--- src/rtl/same_o_reader_pkg.sv ---
// -----------------------------------------------------------------------------
// same_o_reader_pkg
//   Shared definitions for the "same"-size output path: FSM state encoding
//   and default widths. The convolution core and the output controller use
//   the same widths, so changing them here keeps the three blocks in step.
// -----------------------------------------------------------------------------
package same_o_reader_pkg;

    // Default widths
    localparam int SOR_IW  = 5;   // index / output-memory address width
    localparam int SOR_CAW = 6;   // convolution-result memory address width
    localparam int SOR_DW  = 16;  // sample data width

    // FSM state encoding (2 bits)
    localparam logic [1:0] ST_IDLE = 2'd0;
    localparam logic [1:0] ST_READ = 2'd1;
    localparam logic [1:0] ST_CAPT = 2'd2;
    localparam logic [1:0] ST_DONE = 2'd3;

    typedef enum logic [1:0] {
        IDLE = ST_IDLE,
        READ = ST_READ,
        CAPT = ST_CAPT,
        DONE = ST_DONE
    } sor_state_e;

endpackage : same_o_reader_pkg

--- src/rtl/same_idx_cnt.sv ---
// -----------------------------------------------------------------------------
// same_idx_cnt
//   Sample index register for the same_o_reader sequencer.
//
// Ports
//   clk   in   1   system clock, posedge
//   rstn  in   1   asynchronous active-low reset
//   clr   in   1   synchronous clear to 0 (has priority over inc)
//   inc   in   1   increment by one
//   size  in   IW  latched transfer size
//   idx   out  IW  current index i
//   last  out  1   combinational terminal flag, high when i == size-1
// -----------------------------------------------------------------------------
module same_idx_cnt
    import same_o_reader_pkg::*;
#(
    parameter int IW = SOR_IW
) (
    input  logic          clk,
    input  logic          rstn,
    input  logic          clr,
    input  logic          inc,
    input  logic [IW-1:0] size,
    output logic [IW-1:0] idx,
    output logic          last
);

    always_ff @(posedge clk or negedge rstn) begin
        if (!rstn) begin
            idx <= '0;
        end else if (clr) begin
            idx <= '0;
        end else if (inc) begin
            idx <= idx + IW'(1);
        end
    end

    // Only consulted while a non-empty transfer is running, so size-1
    // never underflows in a way that matters.
    assign last = (idx == (size - IW'(1)));

endmodule : same_idx_cnt

--- src/rtl/same_o_reader.sv ---
// -----------------------------------------------------------------------------
// same_o_reader
//   Output-side sequencer for the "same"-size convolution result. Copies the
//   central sz_same samples of the full convolution memory, conv[offset+i],
//   into the output memory at out[i] for i = 0 .. sz_same-1. Each sample
//   takes two cycles: a READ cycle that strobes the conv memory and a CAPT
//   cycle that writes the returned data to the output memory.
//
// Ports
//   clk        in   1    system clock, posedge
//   rstn       in   1    asynchronous active-low reset
//   start_i    in   1    start pulse, sampled only in IDLE
//   sz_same_i  in   IW   number of samples to transfer, latched at start
//   offset_i   in   CAW  first conv-memory address, latched at start
//   rd_en_o    out  1    conv-memory read strobe (registered)
//   rd_addr_o  out  CAW  conv-memory read address, offset+i mod 2^CAW
//   rd_data_i  in   DW   conv-memory read data, valid 1 cycle after rd_en_o
//   wr_en_o    out  1    output-memory write strobe (registered)
//   wr_addr_o  out  IW   output-memory write address, i
//   wr_data_o  out  DW   output-memory write data
//   busy_o     out  1    high whenever the FSM is not in IDLE
//   done_o     out  1    one-cycle completion pulse
// -----------------------------------------------------------------------------
module same_o_reader
    import same_o_reader_pkg::*;
#(
    parameter int IW  = SOR_IW,
    parameter int CAW = SOR_CAW,
    parameter int DW  = SOR_DW
) (
    input  logic           clk,
    input  logic           rstn,
    input  logic           start_i,
    input  logic [IW-1:0]  sz_same_i,
    input  logic [CAW-1:0] offset_i,
    output logic           rd_en_o,
    output logic [CAW-1:0] rd_addr_o,
    input  logic [DW-1:0]  rd_data_i,
    output logic           wr_en_o,
    output logic [IW-1:0]  wr_addr_o,
    output logic [DW-1:0]  wr_data_o,
    output logic           busy_o,
    output logic           done_o
);

    sor_state_e     state;
    logic [IW-1:0]  size_q;
    logic [CAW-1:0] offset_q;

    logic [IW-1:0]  idx;
    logic           last;
    logic           accept;
    logic           cnt_inc;
    logic [CAW-1:0] addr_next;

    // A start is only honoured from IDLE; in every other state it is dropped.
    assign accept  = (state == IDLE) && start_i;
    assign cnt_inc = (state == CAPT) && !last;

    // Address of the read that follows the current CAPT: offset + (i+1).
    // CAW-bit arithmetic, so the sum wraps silently past the top of memory.
    assign addr_next = offset_q + CAW'(idx) + CAW'(1);

    same_idx_cnt #(
        .IW (IW)
    ) u_idx_cnt (
        .clk  (clk),
        .rstn (rstn),
        .clr  (accept),
        .inc  (cnt_inc),
        .size (size_q),
        .idx  (idx),
        .last (last)
    );

    // State and all control outputs are registered together: each output
    // value is decided on the edge that enters the state it belongs to.
    always_ff @(posedge clk or negedge rstn) begin
        if (!rstn) begin
            state     <= IDLE;
            size_q    <= '0;
            offset_q  <= '0;
            rd_en_o   <= 1'b0;
            rd_addr_o <= '0;
            wr_en_o   <= 1'b0;
            wr_addr_o <= '0;
            busy_o    <= 1'b0;
            done_o    <= 1'b0;
        end else begin
            rd_en_o   <= 1'b0;
            rd_addr_o <= '0;
            wr_en_o   <= 1'b0;
            wr_addr_o <= '0;
            done_o    <= 1'b0;

            case (state)
                IDLE: begin
                    if (start_i) begin
                        busy_o <= 1'b1;
                        if (sz_same_i != '0) begin
                            size_q    <= sz_same_i;
                            offset_q  <= offset_i;
                            rd_en_o   <= 1'b1;
                            rd_addr_o <= offset_i;  // i = 0
                            state     <= READ;
                        end else begin
                            // Empty transfer: straight to the completion pulse.
                            done_o <= 1'b1;
                            state  <= DONE;
                        end
                    end
                end

                READ: begin
                    // Memory returns data during CAPT; the write uses it then.
                    wr_en_o   <= 1'b1;
                    wr_addr_o <= idx;
                    state     <= CAPT;
                end

                CAPT: begin
                    if (last) begin
                        done_o <= 1'b1;
                        state  <= DONE;
                    end else begin
                        rd_en_o   <= 1'b1;
                        rd_addr_o <= addr_next;
                        state     <= READ;
                    end
                end

                DONE: begin
                    busy_o <= 1'b0;
                    state  <= IDLE;
                end

                default: begin
                    busy_o <= 1'b0;
                    state  <= IDLE;
                end
            endcase
        end
    end

    // Read data only arrives during CAPT, so the write data is passed
    // straight through, gated so it reads as 0 outside a write.
    assign wr_data_o = wr_en_o ? rd_data_i : '0;

endmodule : same_o_reader
--- config.mk ---
export PLATFORM = sky130hd
export DESIGN_NAME = same_o_reader
export DESIGN_NICKNAME = d
export VERILOG_FILES = /design/src/rtl/same_o_reader_pkg.sv /design/src/rtl/same_idx_cnt.sv /design/src/rtl/same_o_reader.sv
export SDC_FILE = /design/constraint.sdc
export NUM_CORES = 1
export LEC_CHECK = 0
export ABC_AREA = 1
export BUFFER_PORTS_ARGS = -buffer_cell sky130_fd_sc_hd__buf_4
export CELL_PAD_IN_SITES_DETAIL_PLACEMENT = 0
export CELL_PAD_IN_SITES_GLOBAL_PLACEMENT = 1
export CORE_ASPECT_RATIO = 1.2
export CORE_UTILIZATION = 38
export CTS_CLUSTER_SIZE = 30
export DETAILED_ROUTE_END_ITERATION = 8
export PLACE_DENSITY = 0.95
export SLEW_MARGIN = 15
export SYNTH_ARGS = -nofsm -noshare
export SYNTH_HDL_FRONTEND = slang
export SYNTH_SLANG_ARGS = --single-unit
--- constraint.sdc ---
create_clock -name clk -period 3.1 [get_ports clk]
set_clock_uncertainty 0.15 [all_clocks]
set_input_delay 0.465 -clock clk [delete_from_list [all_inputs] [get_ports clk]]
set_output_delay 0.465 -clock clk [all_outputs]
set_load 0.03 [all_outputs]
## After elaboration in Yosys (flattened, before gate mapping)

Cells that the tools add are included.

- Equal/unequal tests: 5
- Mux-type cells: 23
- Add/sub/neg operators: 4
- Reduce and logical (&&, ||, !) cells: 9

Operators by type and width:

| kind | number |
|---|---|
| $mux W6 | 3 |
| $mux W16 | 1 |
| $mux W5 | 3 |
| $pmux W6 S2 | 1 |
| $mux W1 | 8 |
| $pmux W2 S4 | 1 |
| $add A6 B1 Y6 const B | 1 |
| $add A6 B5 Y6 | 1 |
| $mux W2 | 3 |
| $pmux W1 S2 | 3 |
| $add A5 B1 Y5 const B | 1 |
| $eq A5 B5 Y1 | 1 |
| $reduce_bool A5 Y1 | 1 |
| $sub A5 B1 Y5 const B | 1 |
| $eq A2 B2 Y1 const B | 2 |
| $reduce_bool A2 Y1 | 2 |
| $reduce_and A3 Y1 | 1 |
| $eq A2 B1 Y1 const B | 1 |
| $logic_and A1 B1 Y1 | 2 |
| $logic_not A2 Y1 | 1 |
| $ne A2 B2 Y1 const B | 1 |
| $reduce_and A2 Y1 | 1 |
| $logic_not A1 Y1 | 1 |

- Input port bits: 30
- Flip-flop bits (word level): 33
- Logic and storage cells: 51
- Output and inout bits: 31

## Logic depth before layout (Yosys ltp)

- Depth in word-level cells: 6
- Depth in mapped cells: 12
- Depth with buffers taken out: 12

## Cells and area by module

From an unflattened synthesis, not the netlist that was laid out.

- Cell total of the unflattened synthesis: 249
- Area total of the unflattened synthesis: 1880.6 µm²

By module, submodules not included:

| module | cells each | instances | seq. area each (µm²) | area an instance (µm²) |
|---|---|---|---|---|
| same_o_reader | 177 | 1 | 700.7 | 1446.4 |
| same_idx_cnt | 72 | 1 | 125.1 | 434.2 |

## Worst setup path before layout

Ideal clock, no wire load.

- Path type: flip-flop to output port
- From: reg wr_en_o
- To: out wr_data_o[10]
- Required time: 2.485 ns
- Cell stages (with the launch flop): 5
- Arrival time: 1.285 ns
- Buffers on the path: 2
- Path slack: 1.200 ns
- Cells stage by stage: dfrtp_1 -> clkbuf_1 -> clkbuf_1 -> nand2_1 -> inv_1

- Longest elaborated chain between the ends: 1

Ends and longest elaborated chain:

| element | line | RTL |
|---|---|---|
| from (decl) | same_o_reader.sv:39 | `output logic wr_en_o,` |
| from (signal assigned) | same_o_reader.sv:85 | `wr_en_o <= 1'b0;` |
| from (signal assigned) | same_o_reader.sv:92 | `wr_en_o <= 1'b0;` |
| from (signal assigned) | same_o_reader.sv:116 | `wr_en_o <= 1'b1;` |
| $mux W16 | same_o_reader.sv:147 | `assign wr_data_o = wr_en_o ? rd_data_i : '0;` |
| to (decl) | same_o_reader.sv:41 | `output logic [DW-1:0] wr_data_o,` |

No other way between the ends.

## Final worst setup path

Same ends and word-level chain as after synthesis.

==> key figures <==
Run status
  – Status: finished, final reports clean

Timing
  – RSZ-0062 raised after global routing: no
  – FMAX: 536.6 MHz
  – Final slew viol count: 0
  – Worst Tran Pin Value: 0.5687 ns
  – Final TNS setup: 0 ns
  – Slew margin rel.: 0.6204
  – Period utilization: 0.6012
  – Period minus WS final: 1.864 ns
  – Final setup fails: 0
  – Final Hold Fails: 0

Routing
  – DRC Markers: 0
  – Vias per cell: 4.602
  – Final wirelength: 3913 µm
  – Initial DRT Pass Iterations: 4
  – Avg WL per Cell: 11.12 µm
  – Starting DRC count in detailed routing: 44
  – Via Count: 1,620
  – Post-DRT Antenna Nets: 0

Die
  – Die H: 76.93 µm
  – Die Span X: 64.44 µm
  – Die area: 0.004957 mm²
  – Core region area: 0.004359 mm²
  – Starting density of the core: 0.4079
  – Cell Rows: 26
  – IO Pins: 61

Synth
  – Yosys top cell area share: 0.4645
  – Synth unique cells: 23
  – Synth Net Count: 269
  – Synth area leader: dfrtp_1
  – Synth top area cells: dfrtp_1 (46%), nand2_1 (16%), inv_1 (8.2%), ha_1 (4.9%), nand3_1 (4.2%)
  – Yosys warns: 0
  – Avg Cell Area, Syn: 7.697 µm²
  – Post-Syn Area: 0.001778 mm²
  – Flops & latches, synth: 33
  – Sequential share of the synthesized area: 0.4645
  – Synth Instances: 231

Worst setup path
  – R2R Setup Slk: 1.25 ns
  – Worst r2r dst: rd_addr_o[4]$_DFF_PN0_
  – Critical R2R Launch: u_idx_cnt.idx[0]$_DFFE_PN0P_
  – CP Max Fanout: 17
  – Worst-path cell chain: nand2_1, inv_1, buf_4
  – CP arrival: 1.25 ns
  – Worst path max stage delay: 0.63 ns
  – Setup crit end kind: output pin
  – Worst path slowest cell: dfrtp_1
  – R2r worst-path depth: 8
  – Startpoint type of the worst setup path: flip-flop
  – Worst EP required: 2.48 ns
  – Top delay family on crit path: flip-flops
  – Crit Path Category: reg2out
  – Crit path buf inv count: 2

Pwr
  – Clk pwr share: 0.142
  – Pwr/cell area: 895.9 mW/mm²
  – P_sw: 979.7 µW
  – P_int: 1139 µW
  – Sw frac: 0.4624
  – Worst VDD drop: 0.4336 mV
  – Sequential share of power: 0.333
  – Comb power frac: 0.525
  – Leakage: 0.001421 µW

CTS
  – Clock Latency Late Sink: 0.28 ns
  – Clock sink total: 33
  – # H-tree levels: 2
  – Root Driver: clkbuf_8
  – Post-CTS sizing: 0
  – CTS buffer count: 5
  – CTS tree: built
  – Clock buffer depth: 2
  – Worst-path clk slew: 0.06 ns
  – Post-CTS setup buffers: 0
  – # hold bufs at CTS: 1

Cells and area
  – Final Core Density: 0.5425
  – Layout cells sized above 1: 0.2466
  – Area Growth Syn to Fin: 33.01%
  – FILL cells: 438
  – Area of the multi-input gates: 774.5 µm²
  – Register area: 825.8 µm²
  – Final nets: 333
  – # diodes: 0

GRT
  – Largest net degree at the start of global routing: 34
  – Initial antenna violation count: 0
  – First-pass GRT wire length: 6775 µm
  – Total gr overflow: 0
  – Tot GR Track Use: 0.1730
  – Vias in the first global route: 1,585

Run
  – Max_cap viols: 0

Hold path
  – Hold path depth: 3
  – Hold Path End: offset_q[3]$_DFFE_PN0P_
  – Min-delay worst type: in2reg
  – Hold_sp: offset_i[3]

Placed design
  – HPWL Detailed: 2989 µm
  – Routability congestion estimate: 0.8391
  – Port Buf Inserts: 60
## layout make-up
cell class | count | area share
multi-input cells | 153 | 0.3275
well taps | 56 | 0.02963
flip-flops and latches | 33 | 0.3492
repair buffers | 61 | 0.1947
inverters | 41 | 0.06508
clock buffers | 8 | 0.03386
## worst register-to-register path, delay by kind of cell, from the launching register on
family	cells	cell delay (ns)
adders and majority gates	2	0.56
DFF	1	0.44
buffers and inverters	2	0.18
and+or+nand+nor	2	0.17
xor gates and xnor gates	1	0.15
AOI/OAI and AO/OA	1	0.10
## through the flow
stage	area [µm²]	hold slack (ns)	total power [µW]	setup slack, ns	instances
2_1_floorplan	1778	0.01941	1488	1.200	231
3_3_place_gp	2275	0.2793	1818	1.260	343
3_5_place_dp	2275	0.2803	1833	1.252	343
4_1_cts	2365	0.2400	2146	1.215	352
5_1_grt	2365	0.2621	2302	1.062	352
6_report	2365	0.2486	2119	1.236	352
## sequential cells by signal, summed over array words and instances (netlist names)
register	flops
wr_en_o	1
done_o	1
size_q	5
rd_en_o	1
state	2
offset_q	6
rd_addr_o	6
busy_o	1
u_idx_cnt.idx	5
wr_addr_o	5
## layout by cell type, fill, tap and decap left out
master and instances:
nand2_1 77, buf_4 60, inv_1 39, dfrtp_1 33
nor2_1 17, nand3_1 15, o21ai_0 8, nand4_1 7
ha_1 7, clkbuf_8 5, xor2_1 4, o21ai_1 4
nor2_2 3, a21oi_1 3, clkbuf_1 3, inv_2 2
xnor2_1 2, nand2_4 1, nor3_1 1, nand2_2 1
nand2_8 1, a31oi_1 1, fa_1 1, dlygate4sd3_1 1
## kinds of logic after synthesis
family	count (synthesis)	synth area share
xor gates and xnor gates	6	0.02956
AOI/OAI and AO/OA	16	0.04574
and+or+nand+nor	123	0.2998
adders and majority gates	8	0.06052
DFF	33	0.4645
buffers and inverters	45	0.09993
## per-layer routing
| layer | global-route usage | vias to the layer above | wire length, µm |
|---|---|---|---|
| met5 | 0 | - | 0 |
| met4 | 0.06667 | 0 | 72 |
| met3 | 0.05208 | 10 | 329 |
| met2 | 0.2905 | 56 | 1867 |
| met1 | 0.2040 | 718 | 1644 |
| li1 | - | 836 | - |
## Yosys cell counts
cell       n
dfrtp_1   33
nand2_8    1
o21ai_1    4
buf_6      1
inv_2      2
inv_1     39
a31oi_1    1
nand2_2    1
clkbuf_1   2
a21oi_1    3
nor3_1     1
nand4_1    7
nand3_1   15
o21ai_0    8
nand2_4    1
nand2_1   77
fa_1       1
xnor2_1    2
ha_1       7
buf_2      1
nor2_2     3
xor2_1     4
nor2_1    17
## worst max path at each step
stage                                       startpoint                      to  cells past startpoint
after floorplan                      wr_en_o$_DFF_PN0_           wr_data_o[10]                      4
after global placement    u_idx_cnt.idx[0]$_DFFE_PN0P_  rd_addr_o[4]$_DFF_PN0_                      8
after detailed placement  u_idx_cnt.idx[0]$_DFFE_PN0P_  rd_addr_o[4]$_DFF_PN0_                      8
after CTS                            wr_en_o$_DFF_PN0_           wr_data_o[10]                      3
after global routing                 wr_en_o$_DFF_PN0_            wr_data_o[3]                      3
final                                wr_en_o$_DFF_PN0_           wr_data_o[10]                      3
## power by group through the flow
stage               registers [µW]  clock network, µW  logic [µW]
global route                   727                329        1250
CTS                            705                313        1130
global placement               711                  0        1110
floorplan                      784                  0         704
detailed placement             711                  0        1120
finish                         705                301        1110
Power figures use the tool's default switching activity.
